==> config.mk <==
export PLATFORM = sky130hd
export DESIGN_NAME = differentiator_flat
export DESIGN_NICKNAME = d
export VERILOG_FILES = /design/src/rtl/differentiator_if.sv /design/src/rtl/differentiator.sv /design/src/flat_wrapper.sv
export SDC_FILE = /design/constraint.sdc
export NUM_CORES = 1
export LEC_CHECK = 0
export BUFFER_PORTS_ARGS = -buffer_cell sky130_fd_sc_hd__buf_2
export CORE_MARGIN = 5
export CORE_UTILIZATION = 45
export DETAILED_ROUTE_END_ITERATION = 16
export GPL_TIMING_DRIVEN = 0
export PLACE_DENSITY_LB_ADDON = 0.2
export SYNTH_ARGS = -nofsm -noshare
export SYNTH_HDL_FRONTEND = slang
export SYNTH_SLANG_ARGS = --single-unit
==> constraint.sdc <==
create_clock -name clk -period 6.8 [get_ports clk]
set_clock_uncertainty 0.2 [all_clocks]
set_input_delay 1.36 -clock clk [delete_from_list [all_inputs] [get_ports clk]]
set_output_delay 1.36 -clock clk [all_outputs]
set_load 0.02 [all_outputs]
==> src/rtl/differentiator_if.sv <==
// Stream bundle for the differentiator: sample input side and difference output side.
interface differentiator_if #(
  parameter int W = 32
);
  logic         in_valid;
  logic         in_ready;
  logic [W-1:0] in_data;
  logic         out_valid;
  logic         out_ready;
  logic [W-1:0] out_data;
  logic         out_last;
  logic         overflow;

  // Upstream producer / downstream consumer side.
  modport master (
    output in_valid, in_data, out_ready,
    input  in_ready, out_valid, out_data, out_last, overflow
  );

  // The differentiator itself.
  modport slave (
    input  in_valid, in_data, out_ready,
    output in_ready, out_valid, out_data, out_last, overflow
  );
endinterface

==> src/rtl/differentiator.sv <==
// Streaming first difference out[n] = in[n] - in[n-1], history zeroed at each frame start.
// One registered output stage; define DIFFERENTIATOR_SATURATE_EN to saturate instead of wrapping on overflow.
module differentiator #(
  parameter int W         = 32,
  parameter int FRAME_LEN = 16,
  parameter int CNT_W     = 16
) (
  input  logic                clk,
  input  logic                reset,
  input  logic                en,
  input  logic                clear,
  differentiator_if.slave     bus
);

  localparam logic [0:0] ST_FIRST = 1'b0;
  localparam logic [0:0] ST_RUN   = 1'b1;
  localparam logic [CNT_W-1:0] LAST_IDX = CNT_W'(FRAME_LEN - 1);

  logic [0:0]       state_q, state_d;
  logic [W-1:0]     prev_q, prev_d;
  logic [CNT_W-1:0] count_q, count_d;
  logic             out_valid_q, out_valid_d;
  logic [W-1:0]     out_data_q, out_data_d;
  logic             out_last_q, out_last_d;
  logic             overflow_q, overflow_d;

  logic         in_ready;
  logic         accept;
  logic [W-1:0] prev_sel;
  logic [W:0]   diff_wide;
  logic         diff_ovf;
  logic [W-1:0] diff_res;
  logic         is_last;

  assign in_ready = en & ~clear & (~out_valid_q | bus.out_ready);
  assign accept   = bus.in_valid & in_ready;

  // Sample 0 of a frame differences against zero rather than stale history.
  assign prev_sel  = (state_q == ST_RUN) ? prev_q : '0;
  assign diff_wide = {bus.in_data[W-1], bus.in_data} - {prev_sel[W-1], prev_sel};
  assign diff_ovf  = diff_wide[W] ^ diff_wide[W-1];
  assign is_last   = (count_q == LAST_IDX);

  always_comb begin
    diff_res = diff_wide[W-1:0];
`ifdef DIFFERENTIATOR_SATURATE_EN
    if (diff_ovf) begin
      diff_res = diff_wide[W] ? {1'b1, {(W-1){1'b0}}} : {1'b0, {(W-1){1'b1}}};
    end
`endif
  end

  always_comb begin
    state_d     = state_q;
    prev_d      = prev_q;
    count_d     = count_q;
    out_valid_d = out_valid_q;
    out_data_d  = out_data_q;
    out_last_d  = out_last_q;
    overflow_d  = overflow_q;

    if (en) begin
      if (clear) begin
        state_d = ST_FIRST;
        prev_d  = '0;
        count_d = '0;
      end else if (accept) begin
        if (is_last) begin
          state_d = ST_FIRST;
          prev_d  = '0;
          count_d = '0;
        end else begin
          state_d = ST_RUN;
          prev_d  = bus.in_data;
          count_d = count_q + 1'b1;
        end
      end

      if (accept) begin
        out_valid_d = 1'b1;
        out_data_d  = diff_res;
        out_last_d  = is_last;
        overflow_d  = diff_ovf;
      end else if (out_valid_q && bus.out_ready) begin
        out_valid_d = 1'b0;
      end
    end
  end

  always_ff @(posedge clk or posedge reset) begin
    if (reset) begin
      state_q     <= ST_FIRST;
      prev_q      <= '0;
      count_q     <= '0;
      out_valid_q <= 1'b0;
      out_data_q  <= '0;
      out_last_q  <= 1'b0;
      overflow_q  <= 1'b0;
    end else begin
      state_q     <= state_d;
      prev_q      <= prev_d;
      count_q     <= count_d;
      out_valid_q <= out_valid_d;
      out_data_q  <= out_data_d;
      out_last_q  <= out_last_d;
      overflow_q  <= overflow_d;
    end
  end

  assign bus.in_ready  = in_ready;
  assign bus.out_valid = out_valid_q;
  assign bus.out_data  = out_data_q;
  assign bus.out_last  = out_last_q;
  assign bus.overflow  = overflow_q;

endmodule

==> src/flat_wrapper.sv <==
// flat-port wrapper written by rule: the top's interface ports become plain ports
module differentiator_flat 
#(
  parameter int W         = 32,
  parameter int FRAME_LEN = 16,
  parameter int CNT_W     = 16
)
  (clk, reset, en, clear, bus_in_valid, bus_in_data, bus_out_ready, bus_in_ready, bus_out_valid, bus_out_data, bus_out_last, bus_overflow);
  differentiator_if #(.W(W)) bus_i ();
  input  logic clk;
  input  logic reset;
  input  logic en;
  input  logic clear;
  input wire logic [$bits(bus_i.in_valid)-1:0] bus_in_valid;
  input wire logic [$bits(bus_i.in_data)-1:0] bus_in_data;
  input wire logic [$bits(bus_i.out_ready)-1:0] bus_out_ready;
  output wire logic [$bits(bus_i.in_ready)-1:0] bus_in_ready;
  output wire logic [$bits(bus_i.out_valid)-1:0] bus_out_valid;
  output wire logic [$bits(bus_i.out_data)-1:0] bus_out_data;
  output wire logic [$bits(bus_i.out_last)-1:0] bus_out_last;
  output wire logic [$bits(bus_i.overflow)-1:0] bus_overflow;
  assign bus_i.in_valid = bus_in_valid;
  assign bus_i.in_data = bus_in_data;
  assign bus_i.out_ready = bus_out_ready;
  assign bus_in_ready = bus_i.in_ready;
  assign bus_out_valid = bus_i.out_valid;
  assign bus_out_data = bus_i.out_data;
  assign bus_out_last = bus_i.out_last;
  assign bus_overflow = bus_i.overflow;
  differentiator #(.W(W), .FRAME_LEN(FRAME_LEN), .CNT_W(CNT_W)) u_core (.clk(clk), .reset(reset), .en(en), .clear(clear), .bus(bus_i));
endmodule
# Word-level counts from Yosys, hierarchy flattened
# Cells that the tools add are included.
# Widths: inputs -> output; s select.
# op_classes
add_sub_neg	2
n_eq_ne	1
n_mux	12
n_bitwise	7
n_reduce_logical	6
# op_table
cell	n
$mux 32	4
$mux 16	3
$sub 32x32->33	1
$add 16x1->16 const B	1
$eq 16x4->1 const B	1
$reduce_and 2->1	3
$mux 1	5
$reduce_bool 2->1	2
$and 1x1->1	3
$not 1->1	2
$logic_and 1x1->1	1
$or 1x1->1	1
$xor 1x1->1	1
# totals
reg_bits	84
input_bits	38
out_inout_bits	36
wordCells	35

# Longest topological paths before layout
# logic_depth
word_depth	6
depth_mapped	13

# Worst setup path after synthesis
# Ideal clock, no wire load.
# synth_timing
kind	input -> register
start	input port bus_in_data[0]
end	register u_core.out_data_q[30] (netlist: u_core.bus.out_data[30])
setup_ns	0.087
t_arrival_ns	3.594
required_ns	6.513
setup_slack_ns	2.920
cell_stages	11
cell_sequence	inv_1 > ha_1 > fa_1 > nor2b_1 > o2111ai_1 > a21oi_2 > o21ai_1 > a211oi_1 > nor3_1 > or4_1 > o211ai_1
# synth_via
elab_chain_cells	1
# synth_rtl
element	line	text
start: declaration	flat_wrapper.sv:15	input wire logic [$bits(bus_i.in_data)-1:0] bus_in_data;
$sub 32x32->33	differentiator.sv:40	assign diff_wide = {bus.in_data[W-1], bus.in_data} - {prev_sel[W-1], prev_sel};
end signal: assignment	differentiator.sv:104	out_data_q <= out_data_d;
end: declaration	differentiator.sv:23	logic [W-1:0] out_data_q, out_data_d;
# Every way passes these cells.
# A chain may end at the register's enable or synchronous reset.

# Worst setup path in the final report
# Ends and elaborated chain as after synthesis.

==> results <==
- The flow ran to the end, and the final reports show no timing, DRC or antenna violations.
- The count of final setup violators is 0.
- VDD sags by at most 0.121 mV.
- The number of global-route vias before repair is 4630.
- The remaining design rule violation count is 0.
- The XOR/XNOR share of the synthesized area is under 10%.
- The average size of a mapped cell is around 9 sq um.
- Global routing consumed, over all layers together, 21.3% of the routing resources.
- By count the netlist is led by sky130_fd_sc_hd__nand2_1 (106), sky130_fd_sc_hd__dfrtp_1 (84), sky130_fd_sc_hd__o21ai_0 (39).
- The cell type of the slowest stage on the worst timing path is sky130_fd_sc_hd__a211oi_1.
- The master cell of the clock root buffer is sky130_fd_sc_hd__clkbuf_16.
- Once detail routing completed, the nets flagged for antenna violations numbered 0.
- The peak clock frequency supported by timing is 240 MHz.
- The arithmetic-cell share of the synthesized area counting full adders, half adders and majority gates is under 10%.
- At the worst endpoint, the required time is between 6 and 7 ns.
- The routed layout has between 4000 and 5000 vias.
- The floorplan step defined a die boundary enclosing about 14000 sq um.
- The sort of element at the end of the critical path is a flip-flop.
- The clock-pin slew of the registers on the worst-case setup and hold paths is 0.06 ns.
- The worst path needs between 4 and 5 ns of the cycle, external delays included.
- Clock latency on the worst-skew pair, taken at its later pin, is roughly 0.34 ns.
- The starting utilization of the core area is 45.4%.
- The pin slew with the least headroom to its limit is 0.640 ns.
- The count of distinct cell types in the synthesized netlist is 53.
- The critical path goes through buf_2 > inv_1 > ha_1 > fa_1 > nor2b_1 > o2111ai_1 > a21oi_2 > o21ai_1 > a211oi_1 > nor3_1 > or4_1 > o211ai_1.
- TritonCTS built the clock tree.
- From left edge to right edge, the die measures 117 um.
- In this run the count of I/O pins placed on the die edge is 74.
- Hold is met by ~0.28 ns.
- The floorplan step defined a core boundary enclosing 11300 sq um.
- The number of enable-type register cells in the synthesized netlist is 0.
- The number of sinks handled by clock tree synthesis is 84.
- After detailed routing, the average wire length per cell comes to 16.9 um.
- STA classifies the critical path startpoint as an input port.
- 0 antenna diodes ended up in the layout.
- The share of total power consumed by net switching is 32.1%.
- Relative to the synthesized area, the layout overhead comes to 18.0%.
- The final net count is 739.
- The final core utilization is roughly 54%.
- The main combinational cell family by area after synthesis is compound AO/OA/AOI/OAI gates.
- The library cell with the highest instance count after synthesis is sky130_fd_sc_hd__nand2_1.
- Hold repair after CTS inserted 0 buffers.
- The remaining max-slew budget at the tightest pin is between 50% and 60%.
- The final hold violation count is 0.
- In this run the number of H-tree levels came out at 3.
- The compound-cell area share of the yosys netlist is 25.3%.
- The final wirelength is approximately 14000 um.
- After detailed routing, the number of vias per cell comes to 5.82.
- In the final layout, the multi-input gates occupy 2910 sq um.
- Of the available clock period, the critical path in the final layout requires between 60% and 70%.
- Yosys printed 0 warnings.
- The relative contribution of the clock network to total power is 35.8%.
- The dominant register cell in the synthesized netlist is sky130_fd_sc_hd__dfrtp_1.
- After Yosys synthesis, and, or, nand and nor cells account for 18.2% of the synthesized area.
- The max capacitance violation total is 0.
- The estimated wirelength of the detail-placed design is about 10000 um.
- Ranked by total cell area, the synthesized netlist is headed by sky130_fd_sc_hd__dfrtp_1 (41%), sky130_fd_sc_hd__ha_1 (8.0%), sky130_fd_sc_hd__nand2_1 (7.7%), sky130_fd_sc_hd__a22o_1 (5.5%), sky130_fd_sc_hd__o21ai_0 (3.8%).
- The sequential cell area is 2100 sq um.
- Summing all placed instances gives a cell area of about 5700 sq um.
- In this run the power density over the cells is about 270 nW/um^2.
- The switching power is a little over 0.0005 W.
- The combinational group share of total power is 26.2%.
- The synthesized netlist cell count is 582.
- The highest cell delay on the worst timing path is slightly above 0.5 ns.
- The biggest area consumer among synthesized cells is sky130_fd_sc_hd__dfrtp_1.
- Data on the critical path arrives at its endpoint at 4.23 ns.
- The internal power of the cells totals about 0.0011 W.
- The type of the setup path with the least slack is in2reg.
- After floorplanning, the core was divided into 39 placement rows.
- The number of slew-limit violations in the final report is 0.
- The post-synth net total is 654.
- In this run the deepest clock path goes through 2 buffers.
- The portion of synthesized cell area occupied by the leading cell type is 40.9%.
- The violation count after the first detailed-routing iteration is 261.
- The cell area that synthesis handed to floorplanning was a little over 5000 sq um.
- Buffers placed on the I/O ports in this run total 73.
- Entering global routing, the biggest net connects 62 pins.
- In this run the static leakage power is 2.83 nW.
- The initial antenna violation count is 0.
- The category of cells accounting for the largest share of critical-path delay is compound AO/OA/AOI/OAI gates.
- The layout cell share with drive strength beyond 1 is between 10% and 20%.
- In the synthesized netlist the async set-or-reset flop fraction comes to 100%.
- The residual overflow from global routing is 0.
- The fraction of synthesized area in multiplexers is 0.195%.
- The filler cell count in the final layout is 1081.
- Setup repair after global routing left no endpoint under its margin.
- The post-cts resize count is 0.
- Routability-driven placement finished with a final weighted congestion of roughly 0.87.
- The number of storage elements in the synthesis netlist is 84.
- The sequential power share is between 30% and 40%.
- The flop-to-flop setup slack is ~3 ns.
- Adding up every negative setup slack in the final design gives 0 ns.
- The CTS buffer count is 9.
- Of all nets on the critical path, the largest fanout is 4.
- The floorplan die height is 117 um.
- The worst min-delay path class is reg2reg.
- The global-route wire length before repair is 22800 um.
- After routing the design area is between 6000 and 7000 sq um.
- The first detailed-routing pass took 5 iterations.
- Post-CTS timing repair inserted 0 buffers for setup.
- Of the synthesized area, sequential elements account for 40.9%.
- The sum of buffers and inverters on the critical path is 2.
registers in the layout, indices dropped and copies added, names as in the netlist:
signal and count:
u_core.bus.overflow 1, u_core.state_q 1, u_core.prev_q 32, u_core.bus.out_valid 1
u_core.count_q 16, u_core.bus.out_data 32, u_core.bus.out_last 1
area by class of cell:
cell class	count	area share (%)
plain buffers	27	1.67
flip-flops and latches	84	34.7
inverters	8	0.537
well taps	143	2.95
multi-input cells	463	47.9
clock inverters	6	1.84
clock buffers	10	3.94
repair buffers	74	6.48
metrics by stage:
step | cells | power (W) | worst slack, ns
3_3_place_gp | 798 | 0.00104 | 2.00
6_report | 815 | 0.00161 | 2.63
2_1_floorplan | 582 | 0.000903 | 2.92
3_5_place_dp | 799 | 0.00104 | 2.34
5_1_grt | 815 | 0.00170 | 2.43
4_1_cts | 815 | 0.00162 | 2.67
cells by family after synthesis:
kind of cell | after synthesis
muxes | 1
buffers and inverters | 35
xor gates and xnor gates | 26
and+or+nand+nor | 209
DFF | 84
adders and majority gates | 34
AOI/OAI and AO/OA | 193
power groups by stage:
stage	clock [W]	combinational, W	sequential (W)
3_5_place_dp	0	0.000423	0.000622
6_report	0.000579	0.000423	0.000614
3_3_place_gp	0	0.000415	0.000620
4_1_cts	0.000586	0.000425	0.000614
2_1_floorplan	0	0.000221	0.000682
5_1_grt	0.000608	0.000469	0.000623
cells in the final DEF, fill, tap and decap left out, types with 2 or more instances in the layout:
| cell type | synthesis | routed |
|---|---|---|
| sky130_fd_sc_hd__nand2_1 | 106 | 106 |
| sky130_fd_sc_hd__dfrtp_1 | 84 | 84 |
| sky130_fd_sc_hd__buf_2 | 0 | 73 |
| sky130_fd_sc_hd__o21ai_0 | 39 | 39 |
| sky130_fd_sc_hd__nor2_1 | 33 | 33 |
| sky130_fd_sc_hd__ha_1 | 33 | 33 |
| sky130_fd_sc_hd__a22o_1 | 32 | 32 |
| sky130_fd_sc_hd__a21oi_1 | 30 | 30 |
| sky130_fd_sc_hd__clkbuf_1 | 27 | 27 |
| sky130_fd_sc_hd__o21ai_1 | 26 | 26 |
| sky130_fd_sc_hd__nand3_1 | 18 | 18 |
| sky130_fd_sc_hd__xor2_1 | 15 | 15 |
| sky130_fd_sc_hd__a21o_1 | 14 | 14 |
| sky130_fd_sc_hd__and3_1 | 13 | 13 |
| sky130_fd_sc_hd__xnor2_1 | 11 | 11 |
| sky130_fd_sc_hd__clkbuf_16 | 0 | 9 |
| sky130_fd_sc_hd__nor3_1 | 8 | 8 |
| sky130_fd_sc_hd__nand2b_1 | 7 | 7 |
| sky130_fd_sc_hd__inv_1 | 8 | 7 |
| sky130_fd_sc_hd__o211ai_1 | 7 | 7 |
| sky130_fd_sc_hd__nand4_1 | 6 | 6 |
| sky130_fd_sc_hd__a31oi_1 | 6 | 6 |
| sky130_fd_sc_hd__a211oi_1 | 4 | 4 |
| sky130_fd_sc_hd__o21bai_1 | 4 | 4 |
| sky130_fd_sc_hd__and2_1 | 4 | 4 |
| sky130_fd_sc_hd__o21a_1 | 4 | 4 |
| sky130_fd_sc_hd__o31ai_1 | 4 | 4 |
| sky130_fd_sc_hd__nor2b_1 | 3 | 3 |
| sky130_fd_sc_hd__nor4_1 | 3 | 3 |
| sky130_fd_sc_hd__o41ai_1 | 3 | 3 |
| sky130_fd_sc_hd__bufinv_16 | 0 | 3 |
| sky130_fd_sc_hd__o2111ai_1 | 2 | 2 |
| sky130_fd_sc_hd__or3_1 | 2 | 2 |
| sky130_fd_sc_hd__or2_2 | 2 | 2 |
| sky130_fd_sc_hd__a21boi_1 | 2 | 2 |
| sky130_fd_sc_hd__o31a_1 | 2 | 2 |
worst register-to-register path, stage by stage, from the launching register on:
cell,delay [ns]
sky130_fd_sc_hd__dfrtp_1,0.32
sky130_fd_sc_hd__clkbuf_1,0.21
sky130_fd_sc_hd__clkbuf_1,0.53
sky130_fd_sc_hd__nand2_1,0.12
sky130_fd_sc_hd__ha_1,0.29
sky130_fd_sc_hd__clkbuf_1,0.27
sky130_fd_sc_hd__and3_1,0.27
sky130_fd_sc_hd__and3_1,0.19
sky130_fd_sc_hd__o21ai_1,0.14
sky130_fd_sc_hd__a211oi_1,0.51
sky130_fd_sc_hd__nor3_1,0.15
sky130_fd_sc_hd__or4_1,0.49
sky130_fd_sc_hd__o211ai_1,0.10
metal layers:
layer  vias to the layer above  wire [um]  track usage [%]
met3                        28        873             3.91
met4                         0        307             7.03
met1                      2290       6190             29.4
met5                         -          0                0
li1                       2280          -                -
met2                       142       6420             33.9
worst paths after layout:
kind / cells after the start / end / start
setup / recovery: 12 / u_core.bus.out_data[30]$_DFFE_PP0P_ / bus_in_data[0]
hold / removal: 2 / u_core.bus.out_data[20]$_DFFE_PP0P_ / u_core.bus.out_data[20]$_DFFE_PP0P_
setup reg to reg: 12 / u_core.bus.out_data[30]$_DFFE_PP0P_ / u_core.state_q$_DFFE_PP0P_
hold reg to reg: 2 / u_core.bus.out_data[20]$_DFFE_PP0P_ / u_core.bus.out_data[20]$_DFFE_PP0P_
max in group asynchronous: 3 / u_core.bus.out_data[21]$_DFFE_PP0P_ / reset
min in group asynchronous: 2 / u_core.bus.out_data[0]$_DFFE_PP0P_ / reset
Power figures use the tool's default switching activity.
